**src/rtl/datapath_gen.sv**
```systemverilog
// Register-file datapath: one-hot shared bus, HI/LO/Z/PC/IR/Y/MAR/MDR registers,
// and a two-state memory handshake FSM with a wait-cycle timeout.
module datapath_gen #(
    parameter int WIDTH       = 32,
    parameter int NREGS       = 16,
    parameter int PC_STEP     = 1,
    parameter int MEM_TIMEOUT = 15
) (
    input  logic                     clk,
    input  logic                     in_clr,
    input  logic [$clog2(NREGS)-1:0] in_regfile_location,
    input  logic [8:0]               in_bus_select,
    input  logic [8:0]               in_write,
    input  logic                     in_inc_pc,
    input  logic [WIDTH-1:0]         in_inport_data,
    input  logic [WIDTH-1:0]         in_c_data,
    input  logic [2*WIDTH-1:0]       in_alu_result,
    output logic [WIDTH-1:0]         out_alu_a,
    output logic [WIDTH-1:0]         out_alu_b,
    input  logic                     in_mem_start,
    input  logic                     in_mem_we,
    output logic                     out_mem_req,
    output logic                     out_mem_we,
    output logic [WIDTH-1:0]         out_mem_addr,
    output logic [WIDTH-1:0]         out_mem_wdata,
    input  logic [WIDTH-1:0]         in_mem_rdata,
    input  logic                     in_mem_ack,
    output logic                     out_mem_busy,
    output logic                     out_mem_timeout,
    output logic                     out_bus_error,
    output logic [WIDTH-1:0]         out_bus,
    output logic [WIDTH-1:0]         out_ir
);

    localparam int CW = $clog2(MEM_TIMEOUT + 1);

    // Write-enable bit positions
    localparam int WR_REG = 0;
    localparam int WR_HI  = 1;
    localparam int WR_LO  = 2;
    localparam int WR_Z   = 3;
    localparam int WR_PC  = 4;
    localparam int WR_MDR = 5;
    localparam int WR_IR  = 6;
    localparam int WR_Y   = 7;
    localparam int WR_MAR = 8;

    typedef enum logic {ST_IDLE, ST_WAIT} mem_state_t;

    logic [WIDTH-1:0]   regs [NREGS];
    logic [WIDTH-1:0]   hi_q, lo_q, pc_q, ir_q, y_q, mar_q, mdr_q;
    logic [2*WIDTH-1:0] z_q;
    logic               bus_err_q, timeout_q, mem_we_q;
    logic [CW-1:0]      cnt_q, cnt_next, cnt_inc;
    mem_state_t         state_q, state_next;

    logic [WIDTH-1:0]   bus;
    logic               multi_sel;
    logic [8:0]         we_eff;
    logic               busy, timeout_set, mem_capture, start_accept;

    // A select word with more than one bit set clears to nonzero when x & (x-1) is taken.
    assign multi_sel = (in_bus_select & (in_bus_select - 9'd1)) != 9'd0;
    assign we_eff    = multi_sel ? 9'd0 : in_write;

    always_comb begin
        // NOTE: every always_comb output gets a default first so no path infers a latch.
        bus = '0;
        case (in_bus_select)
            9'b0_0000_0001: bus = regs[in_regfile_location];
            9'b0_0000_0010: bus = hi_q;
            9'b0_0000_0100: bus = lo_q;
            9'b0_0000_1000: bus = z_q[2*WIDTH-1:WIDTH];
            9'b0_0001_0000: bus = z_q[WIDTH-1:0];
            9'b0_0010_0000: bus = pc_q;
            9'b0_0100_0000: bus = mdr_q;
            9'b0_1000_0000: bus = in_inport_data;
            9'b1_0000_0000: bus = in_c_data;
            default:        bus = '0;
        endcase
    end

    assign busy    = (state_q == ST_WAIT);
    assign cnt_inc = cnt_q + CW'(1);

    always_comb begin
        state_next   = state_q;
        cnt_next     = cnt_q;
        timeout_set  = 1'b0;
        mem_capture  = 1'b0;
        start_accept = 1'b0;
        case (state_q)
            ST_IDLE: begin
                if (in_mem_start) begin
                    start_accept = 1'b1;
                    state_next   = ST_WAIT;
                    cnt_next     = '0;
                end
            end
            ST_WAIT: begin
                if (in_mem_ack) begin
                    state_next  = ST_IDLE;
                    mem_capture = !mem_we_q;
                end else if (cnt_inc == CW'(MEM_TIMEOUT)) begin
                    state_next  = ST_IDLE;
                    timeout_set = 1'b1;
                    cnt_next    = cnt_inc;
                end else begin
                    cnt_next = cnt_inc;
                end
            end
            default: state_next = ST_IDLE;
        endcase
    end

    always_ff @(posedge clk) begin
        // NOTE: sequential state uses non-blocking assignments so all registers update together.
        if (in_clr) begin
            state_q   <= ST_IDLE;
            cnt_q     <= '0;
            mem_we_q  <= 1'b0;
            timeout_q <= 1'b0;
            bus_err_q <= 1'b0;
        end else begin
            state_q <= state_next;
            cnt_q   <= cnt_next;
            if (start_accept) mem_we_q  <= in_mem_we;
            if (timeout_set)  timeout_q <= 1'b1;
            if (multi_sel)    bus_err_q <= 1'b1;
        end
    end

    always_ff @(posedge clk) begin
        if (in_clr) begin
            // NOTE: the register file is cleared on reset, so it maps to flops rather than a RAM macro.
            for (int i = 0; i < NREGS; i++) regs[i] <= '0;
            hi_q  <= '0;
            lo_q  <= '0;
            z_q   <= '0;
            pc_q  <= '0;
            ir_q  <= '0;
            y_q   <= '0;
            mar_q <= '0;
            mdr_q <= '0;
        end else begin
            if (we_eff[WR_REG]) regs[in_regfile_location] <= bus;
            if (we_eff[WR_HI])  hi_q <= bus;
            if (we_eff[WR_LO])  lo_q <= bus;
            if (we_eff[WR_Z])   z_q  <= in_alu_result;
            if (we_eff[WR_IR])  ir_q <= bus;
            if (we_eff[WR_Y])   y_q  <= bus;

            if (in_inc_pc)          pc_q <= pc_q + WIDTH'(PC_STEP);
            else if (we_eff[WR_PC]) pc_q <= bus;

            if (we_eff[WR_MAR] && !busy) mar_q <= bus;

            // Read data wins over the bus; MDR is frozen while it is being written out.
            if (mem_capture)                             mdr_q <= in_mem_rdata;
            else if (we_eff[WR_MDR] && !(busy && mem_we_q)) mdr_q <= bus;
        end
    end

    assign out_bus         = bus;
    assign out_alu_a       = y_q;
    assign out_alu_b       = bus;
    assign out_ir          = ir_q;
    assign out_mem_addr    = mar_q;
    assign out_mem_wdata   = mdr_q;
    assign out_mem_req     = busy;
    assign out_mem_busy    = busy;
    assign out_mem_we      = mem_we_q;
    assign out_mem_timeout = timeout_q;
    assign out_bus_error   = bus_err_q;

endmodule

```
**config.mk**
```make
export PLATFORM = sky130hd
export DESIGN_NAME = datapath_gen
export DESIGN_NICKNAME = d
export VERILOG_FILES = /design/src/rtl/datapath_gen.sv
export SDC_FILE = /design/constraint.sdc
export NUM_CORES = 1
export LEC_CHECK = 0
export CORE_AREA = 3 3 195 387
export DETAILED_ROUTE_END_ITERATION = 6
export DIE_AREA = 0 0 198 390
export PLACE_DENSITY = 0.7
export REMOVE_ABC_BUFFERS = 1
export SYNTH_ARGS = -nofsm -noshare
export SYNTH_HDL_FRONTEND = slang
export SYNTH_SLANG_ARGS = --single-unit
```
**constraint.sdc**
```tcl
create_clock -name clk -period 13.4 [get_ports clk]
set_input_delay 4.02 -clock clk [delete_from_list [all_inputs] [get_ports clk]]
set_output_delay 4.02 -clock clk [all_outputs]
set_load 0.02 [all_outputs]
```
Yosys cells after proc, flatten, opt, wreduce, memory -nomap -nowiden
Memories as Yosys holds them, arrays and structs flattened.
Index checks and enable logic that the tools add are counted.
Widths: inputs -> output; s select.
{ "word_totals": {"wordCells": 69, "ram_bits": 512, "rom_bits": 0, "register_bits": 296, "memories": 1, "out_inout_bits": 197, "in_bits": 188, "latch_bits": 0} }
{ "memory_table": {"columns": ["name", "words", "width", "rd", "rd_clocked_by_memory_dff", "wr", "line", "source"], "rows": [
  ["regs", 16, 32, 1, 0, 16, "50", "logic [WIDTH-1:0] regs [NREGS];"]
]} }
{ "classes": {"add_sub_neg": 3, "n_eq_ne": 12, "reduce_logical": 11, "bitwise": 2, "magnitude_cmp": 0, "multipliers": 0, "shifts": 0, "div": 0, "mux": 27} }
{ "ops": {"columns": ["operator", "count"], "rows": [
  ["$pmux 32 s9", 1],
  ["$mux 32", 5],
  ["$add 32x1->32 const B", 1],
  ["$reduce_or 32->1", 1],
  ["$mux 1", 15],
  ["$mux 4", 3],
  ["$and 9x9->9", 1],
  ["$eq 9x1->1 const B", 1],
  ["$eq 9x2->1 const B", 1],
  ["$eq 9x3->1 const B", 1],
  ["$eq 9x4->1 const B", 1],
  ["$eq 9x5->1 const B", 1],
  ["$eq 9x6->1 const B", 1],
  ["$eq 9x7->1 const B", 1],
  ["$eq 9x8->1 const B", 1],
  ["$eq 9x9->1 const B", 1],
  ["$mux 9", 1],
  ["$reduce_bool 9->1", 1],
  ["$sub 9x1->9 const B", 1],
  ["$pmux 4 s2", 1],
  ["$add 4x1->4 const B", 1],
  ["$eq 4x4->1 const B", 1],
  ["$ne 2x2->1 const B", 2],
  ["$reduce_bool 2->1", 2],
  ["other kinds (5)", 9]
]} }

Depth between registers and ports, before layout
Gate-level depths: netlist of run 1.
{ "depth": {"depth_word": 9, "ltp_mapped": 12, "ltp_nobuf": 7} }

Least setup slack after synthesis of run 1
OpenSTA, ideal clock, no wires.
{ "synth_path": {"path_kind": "input to output", "startpoint": "in in_regfile_location[1]", "endpoint": "out out_bus[24]", "stages": 10, "arrival_time_ns": 6.482, "required_ns": 9.380, "path_buffers": 5, "path_slack_ns": 2.898, "path_cell_list": "clkbuf_1 > buf_2 > buf_2 > mux4_2 > mux2i_1 > o22ai_1 > nor3_2 > clkbuf_1 > inv_1 > buf_4"} }
{ "synth_between": {"elab_chain_len": 2} }
{ "synth_rtl": {"columns": ["item", "line", "source"], "rows": [
  ["start: declaration", "11", "input logic [$clog2(NREGS)-1:0] in_regfile_location,"],
  ["$mem_v2 16x32", null, null],
  ["$pmux 32 s9", "69", "case (in_bus_select)"],
  ["end: declaration", "31", "output logic [WIDTH-1:0] out_bus,"]
]} }
Every way passes these cells.

Worst setup path after layout of run 1
{ "layout_path": {"startpoint": "in in_regfile_location[0]", "endpoint": "out out_bus[29]"} }
Same word-level chain as after synthesis.

==> results of run 1 <==
## registers in the layout, indices dropped and copies added (netlist names), 4 cells and up
signal	flops
out_ir	32
out_mem_addr	32
cnt_q	4
regs	512
z_q	64
lo_q	32
hi_q	32
out_alu_a	32
out_mem_wdata	32
pc_q	32
## metal layers
layer	up-vias	track usage (%)	wire length [um]
met5	-	0	13
met4	2	28.61	13640
met3	482	7.880	13940
met1	13809	41.06	46070
li1	11793	-	-
met2	1959	59.32	67450
## metrics by stage
stage | util, % | std cells | worst slack [ns] | power, mW
final | 59.27 | 4339 | 0.9759 | 5.259
after global routing | 59.25 | 4336 | 1.031 | 5.385
after CTS | 59.24 | 4334 | 1.081 | 5.277
after detailed placement | 55.89 | 4198 | 1.095 | 3.130
after global placement | 55.89 | 4198 | 1.130 | 3.124
after floorplan | - | 2782 | 1.267 | 2.913
## power by group through the flow
stage	combinational, mW	sequential (mW)	clock (mW)
2_1_floorplan	0.140	2.77	0
3_3_place_gp	0.354	2.77	0
3_5_place_dp	0.354	2.78	0
4_1_cts	0.356	2.72	2.20
5_1_grt	0.372	2.72	2.29
6_report	0.361	2.72	2.18
## synth_stat cells, drive strengths merged (16+ instances only)
cell type	count
dfxtp	296
inv	41
o22ai	42
nand4	18
buf	167
nor4	24
and3	16
mux4	128
nand2	198
edfxtp	512
nor3	18
nand3b	33
nand2b	23
mux2i	62
clkbuf	169
a221o	44
a22oi	40
a211oi	182
nand3	47
a21oi	99
nor2	752
## worst min-delay path by stage
stage	cells after the start	end	startpoint	slack, ns
finish	2	z_q[39]$_SDFFE_PP0P_	z_q[39]$_SDFFE_PP0P_	0.46
floorplan	2	z_q[45]$_SDFFE_PP0P_	z_q[45]$_SDFFE_PP0P_	0.43
global route	2	z_q[50]$_SDFFE_PP0P_	z_q[50]$_SDFFE_PP0P_	0.49
detailed placement	2	z_q[39]$_SDFFE_PP0P_	z_q[39]$_SDFFE_PP0P_	0.45
CTS	2	z_q[39]$_SDFFE_PP0P_	z_q[39]$_SDFFE_PP0P_	0.46
global placement	2	z_q[34]$_SDFFE_PP0P_	z_q[34]$_SDFFE_PP0P_	0.45
## final cells by class
class | count | area, um^2
clock buffer | 96 | 2041
multi-input combinational | 1933 | 13410
tap | 923 | 1155
sequential | 808 | 21300
inverter | 41 | 155.1
clock inverter | 40 | 397.9
fill | 5837 | 29680
timing repair buffer | 493 | 4718
antenna | 5 | 12.51
## kinds of logic after synthesis
group | after synthesis
mux | 190
flops | 808
simple gates | 1209
xor+xnor | 20
compound gates | 509
fa+ha+maj | 5
buf+inv | 377
## worst max-delay path, delay by kind of cell
family	cells	cell delay [ns]
compound gates	2	1.15
buf+inv	5	2.60
mux	1	0.57
==> results.json, run 1 <==
{
  "tritoncts": "done",
  "drv_cap": 0,
  "worstPathCellList": "clkdlybuf4s50_1 > clkinv_2 > buf_12 > mux2i_1 > o22ai_1 > a2111oi_4 > inv_1 > clkdlybuf4s50_1",
  "synthMuxAreaShare_pct": 9.696,
  "clkSlewWorstSetupHoldPaths_ns": 0.06,
  "worstMarginPinSlew_ns": 1.310,
  "rrSetupSlack_ns": 9.92,
  "endpoint_kind": "output pin",
  "internal_power_mw": 4.034,
  "clkLatencyLatePin_ns": 0.68,
  "post_cts_buffers": 0,
  "postSynth.asyncResetShare_pct": 0,
  "start_kind": "primary input",
  "cts.sinks": 808,
  "finalHoldViolations": 0,
  "cts_hold_buf": 0,
  "cts.root.buffer_cell": "clkbuf_16",
  "fin_area_um2": 43190,
  "die_h_um": 390,
  "yosys.area.top_type": "edfxtp_1",
  "core_area_um2": 72870,
  "clock-skew-final_ns": 0.03332,
  "final_common_cell": "nor2_1",
  "syn_to_final_growth_pct": 19.52,
  "gp_congestion": 1.030,
  "synthAdderAreaFrac_pct": 0.1593,
  "drc": 0,
  "status": "complete, no violations",
  "yosysSeqAreaShare_pct": 58.95,
  "worstPathMaxFanout": 42,
  "synth_area_leaders": "edfxtp_1, dfxtp_1, mux4_2, nor2_1, a211oi_1",
  "timing.fmax_ghz": 0.08049,
  "cp.required_ns": 9.38,
  "grt_pass1_vias": 27968,
  "drive_gt1_share_pct": 13.37,
  "p_leak_nw": 14.10,
  "die_area_um2": 77220,
  "clockBufferDepth": 3,
  "ys_ff_latch": 808,
  "synth_compound_area_share_pct": 10.75,
  "synth-simple-area-share_pct": 15.14,
  "pin_count": 385,
  "critPathSlowestCell": "a2111oi_4",
  "power_frac_seq_pct": 51.7,
  "initial_utilization_pct": 49.58,
  "cp-endpoint": "out_bus[29]",
  "drtAntennaViolNets": 0,
  "io_buffers": 384,
  "synth-xor-area-share_pct": 0.4848,
  "finalCritPeriodShare_pct": 92.72,
  "numCtsBuffers": 73,
  "ir_drop_mv": 0.1077,
  "synth.cell_area_um2": 36130,
  "relSlewSlack_pct": 12.65,
  "ys_types": 78,
  "synth_top_family_by_area": "simple AND/OR/NAND/NOR gates",
  "slowest_delay_ns": 0.89,
  "dpl_cell_area_um2": 40730,
  "layout_common_cells": "nor2_1, edfxtp_1, clkdlybuf4s50_1",
  "syn_avg_cell_area_um2": 11.59,
  "drt_iter0_drc": 3384,
  "timing.rr.start": "regs[10][29]$_SDFFCE_PN0P_",
  "synth_top_area_share_pct": 42.55,
  "grt-ovfl-total": 0,
  "htree_levels": 3,
  "wirelength_um": 141100,
  "die_width_um": 198,
  "reg2reg_depth": 6,
  "fin_nets": 3541,
  "wl_per_cell_um": 32.52,
  "pwr-share-comb_pct": 6.9,
  "crit_path_frequent_cell": "clkdlybuf4s50_1",
  "antenna_found_initial": 6,
  "holdWs_ns": 0.4604,
  "pwr-share-clk_pct": 41.4,
  "grt_max_degree": 163,
  "core.rowCount": 140,
  "hpwl_um": 95480,
  "syn_inst": 3118,
  "swShare_pct": 23.30,
  "tns_ns": 0,
  "critPathKind": "primary input to output pin",
  "rsz0062_at_grt": "no",
  "synth_edf_count": 512,
  "layout_min_cycle_time_ns": 12.42,
  "num_vias": 28045,
  "yosys_warnings": 0,
  "ys.flop_type": "edfxtp_1",
  "r2r_end": "regs[2][29]$_SDFFCE_PN0P_",
  "min_path_type": "flop to flop",
  "switchingPower_mw": 1.225,
  "post_cts_resized": 0,
  "first_pass_iters": 5,
  "powerDensity_nw_per_um2": 121.8,
  "slew_violations": 0,
  "grt_pass1_wl_um": 199700,
  "viasPerCell": 6.463,
  "finalSetupViolations": 0,
  "worstSetupStartpoint": "in_regfile_location[0]",
  "crit_arrival_ns": 8.40,
  "grt.total_usage_pct": 36.34
}
No activity file was read; power rests on OpenSTA's default activity.
==> run 2, diff against run 1 <==
- REMOVE_ABC_BUFFERS: 1 -> unset
==> run 2 against run 1 <==
The flow now finishes with violations (design-rule violations). Count of clock-buffer cells in the layout down 1. Flip-flop and latch count unchanged. Combinational power down 4%. Core utilization down 0.33 points. Critical path depth unchanged. Clock power down 6%. Die area unchanged. Via count up 0.41%. Worst setup slack better by 0.34 ns. Final cell count down 0.44%. Largest cell class unchanged.
==> results.json, run 2 (synthesis gave the netlist of run 1 again) <==
{
  "status": "complete, but fails checks",
  "violations": "design-rule violations",
  "crit_path_frequent_cell": "clkdlybuf4s50_1",
  "drv_cap": 0,
  "crit_arrival_ns": 8.07,
  "core_area_um2": 72870,
  "cp_top_family": "buffers and inverters",
  "timing.fmax_ghz": 0.08273,
  "drc": 3,
  "layout_min_cycle_time_ns": 12.09,
  "reg2reg_depth": 7,
  "p_leak_nw": 13.99,
  "drt_iter0_drc": 3692,
  "htree_levels": 3,
  "relSlewSlack_pct": 14.26,
  "pin_count": 385,
  "setup_slack_ns": 1.312,
  "finalCritPeriodShare_pct": 90.21,
  "tritoncts": "done",
  "critPathKind": "primary input to output pin",
  "wirelength_um": 138800,
  "reg_top3": "regs: 512 flops, z_q: 64 flops",
  "drtAntennaViolNets": 0,
  "grt_pass1_vias": 28106,
  "post_cts_resized": 0,
  "grt_pass1_wl_um": 195200,
  "finalHoldViolations": 0,
  "die_h_um": 390,
  "first_pass_iters": 7,
  "cts_hold_buf": 0,
  "dpl_worst_slack_ns": 1.480,
  "power_mw": 5.119,
  "numCtsBuffers": 69,
  "wl_per_cell_um": 32.13,
  "gp_congestion": 1.095,
  "final_common_cell": "nor2_1",
  "slew_violations": 0,
  "cts.sinks": 808,
  "worstPathCellList": "clkdlybuf4s50_1 > or4b_1 > or4_1 > buf_4 > o22ai_1 > and4b_1 > inv_1 > clkdlybuf4s50_1",
  "largest_reg_flops": 512,
  "viasPerCell": 6.519,
  "post_cts_buffers": 0,
  "hp-start": "z_q[18]$_SDFFE_PP0P_",
  "worstPathMaxFanout": 32,
  "die_width_um": 198,
  "start_kind": "primary input",
  "endpoint_kind": "output pin",
  "syn_nets": 3309,
  "min_path_type": "flop to flop",
  "r2r_end": "out_mem_wdata[27]$_SDFFE_PP0P_",
  "clkSlewWorstSetupHoldPaths_ns": 0.07,
  "ir_drop_mv": 0.08119,
  "holdPathEnd": "z_q[18]$_SDFFE_PP0P_",
  "finalSetupViolations": 0,
  "clkLatencyLatePin_ns": 0.65,
  "worstMarginPinSlew_ns": 1.286,
  "tns_ns": 0,
  "cp.required_ns": 9.38,
  "hpwl_um": 92000,
  "largest_register": "regs",
  "timing.rr.start": "regs[13][27]$_SDFFCE_PN0P_",
  "layout_common_cells": "nor2_1, edfxtp_1, clkdlybuf4s50_1",
  "hold_path_depth": 2,
  "die_area_um2": 77220,
  "slowest_delay_ns": 0.89,
  "grt-ovfl-total": 0,
  "rsz0062_at_grt": "no",
  "io_buffers": 384,
  "initial_utilization_pct": 49.58,
  "path_buf_inv": 4,
  "drive_gt1_share_pct": 12.99,
  "grt_max_degree": 169,
  "grt.total_usage_pct": 35.34,
  "clock-skew-final_ns": 0.02304,
  "place_inst": 4192,
  "clockBufferDepth": 3,
  "core.rowCount": 140,
  "syn_to_final_growth_pct": 18.85,
  "antenna_found_initial": 7,
  "rrSetupSlack_ns": 10.23,
  "critPathSlowestCell": "clkdlybuf4s50_1",
  "fin_cells": 4320,
  "num_vias": 28160,
  "fin_nets": 3531,
  "powerDensity_nw_per_um2": 119.2,
  "cts.root.buffer_cell": "clkbuf_16"
}
run 2: area by class of cell:
cell class / instances / area [um^2]
Clock buffer: 95 / 1989
Inverter: 41 / 155.1
Clock inverter: 30 / 261.5
Antenna cell: 3 / 7.507
Sequential cell: 808 / 21300
Tap cell: 923 / 1155
Timing Repair Buffer: 487 / 4648
Fill cell: 5817 / 29930
Multi-Input combinational cell: 1933 / 13430
run 2: worst max path at each step:
stage,startpoint,to,slack (ns),cells after the start
floorplan,in_regfile_location[1],out_bus[24],2.90,10
global placement,in_bus_select[1],out_alu_b[2],1.53,8
detailed placement,in_bus_select[1],out_alu_b[2],1.48,8
CTS,in_bus_select[1],out_alu_b[2],1.45,8
global route,in_bus_select[1],out_bus[2],1.28,8
finish,in_bus_select[1],out_alu_b[2],1.31,8
run 2: worst register-to-register path: cells and delay by family, from the launching register on:
kind / cells / cell delay, ns
compound gates: 3 / 1.14
buf+inv: 1 / 0.57
flops: 1 / 0.38
mux: 2 / 0.86
simple gates: 1 / 0.11
run 2: metal layers:
metal / up-vias / global-route usage, % / part of all wire (%)
met3: 549 / 9.192 / 11
met5: - / 0 / 0.027
met2: 2034 / 58.60 / 48
met4: 8 / 27.73 / 9.7
li1: 11761 / - / -
met1: 13808 / 38.10 / 32
run 2: report_power, final:
| group | internal [mW] | switching, mW | total, mW |
|---|---|---|---|
| combinational | 0.148 | 0.200 | 0.348 |
| clock | 1.11 | 0.941 | 2.05 |
| sequential | 2.70 | 0.0250 | 2.72 |
run 2: per-stage QoR:
| step | hold slack (ns) | area (um^2) | util (%) |
|---|---|---|---|
| 3_5_place_dp | 0.4470 | 40680 | 55.83 |
| 5_1_grt | 0.4813 | 42930 | 58.92 |
| 2_1_floorplan | 0.4320 | 36130 | - |
| 3_3_place_gp | 0.4501 | 40680 | 55.83 |
| 6_report | 0.4619 | 42940 | 58.93 |
| 4_1_cts | 0.4622 | 42930 | 58.92 |
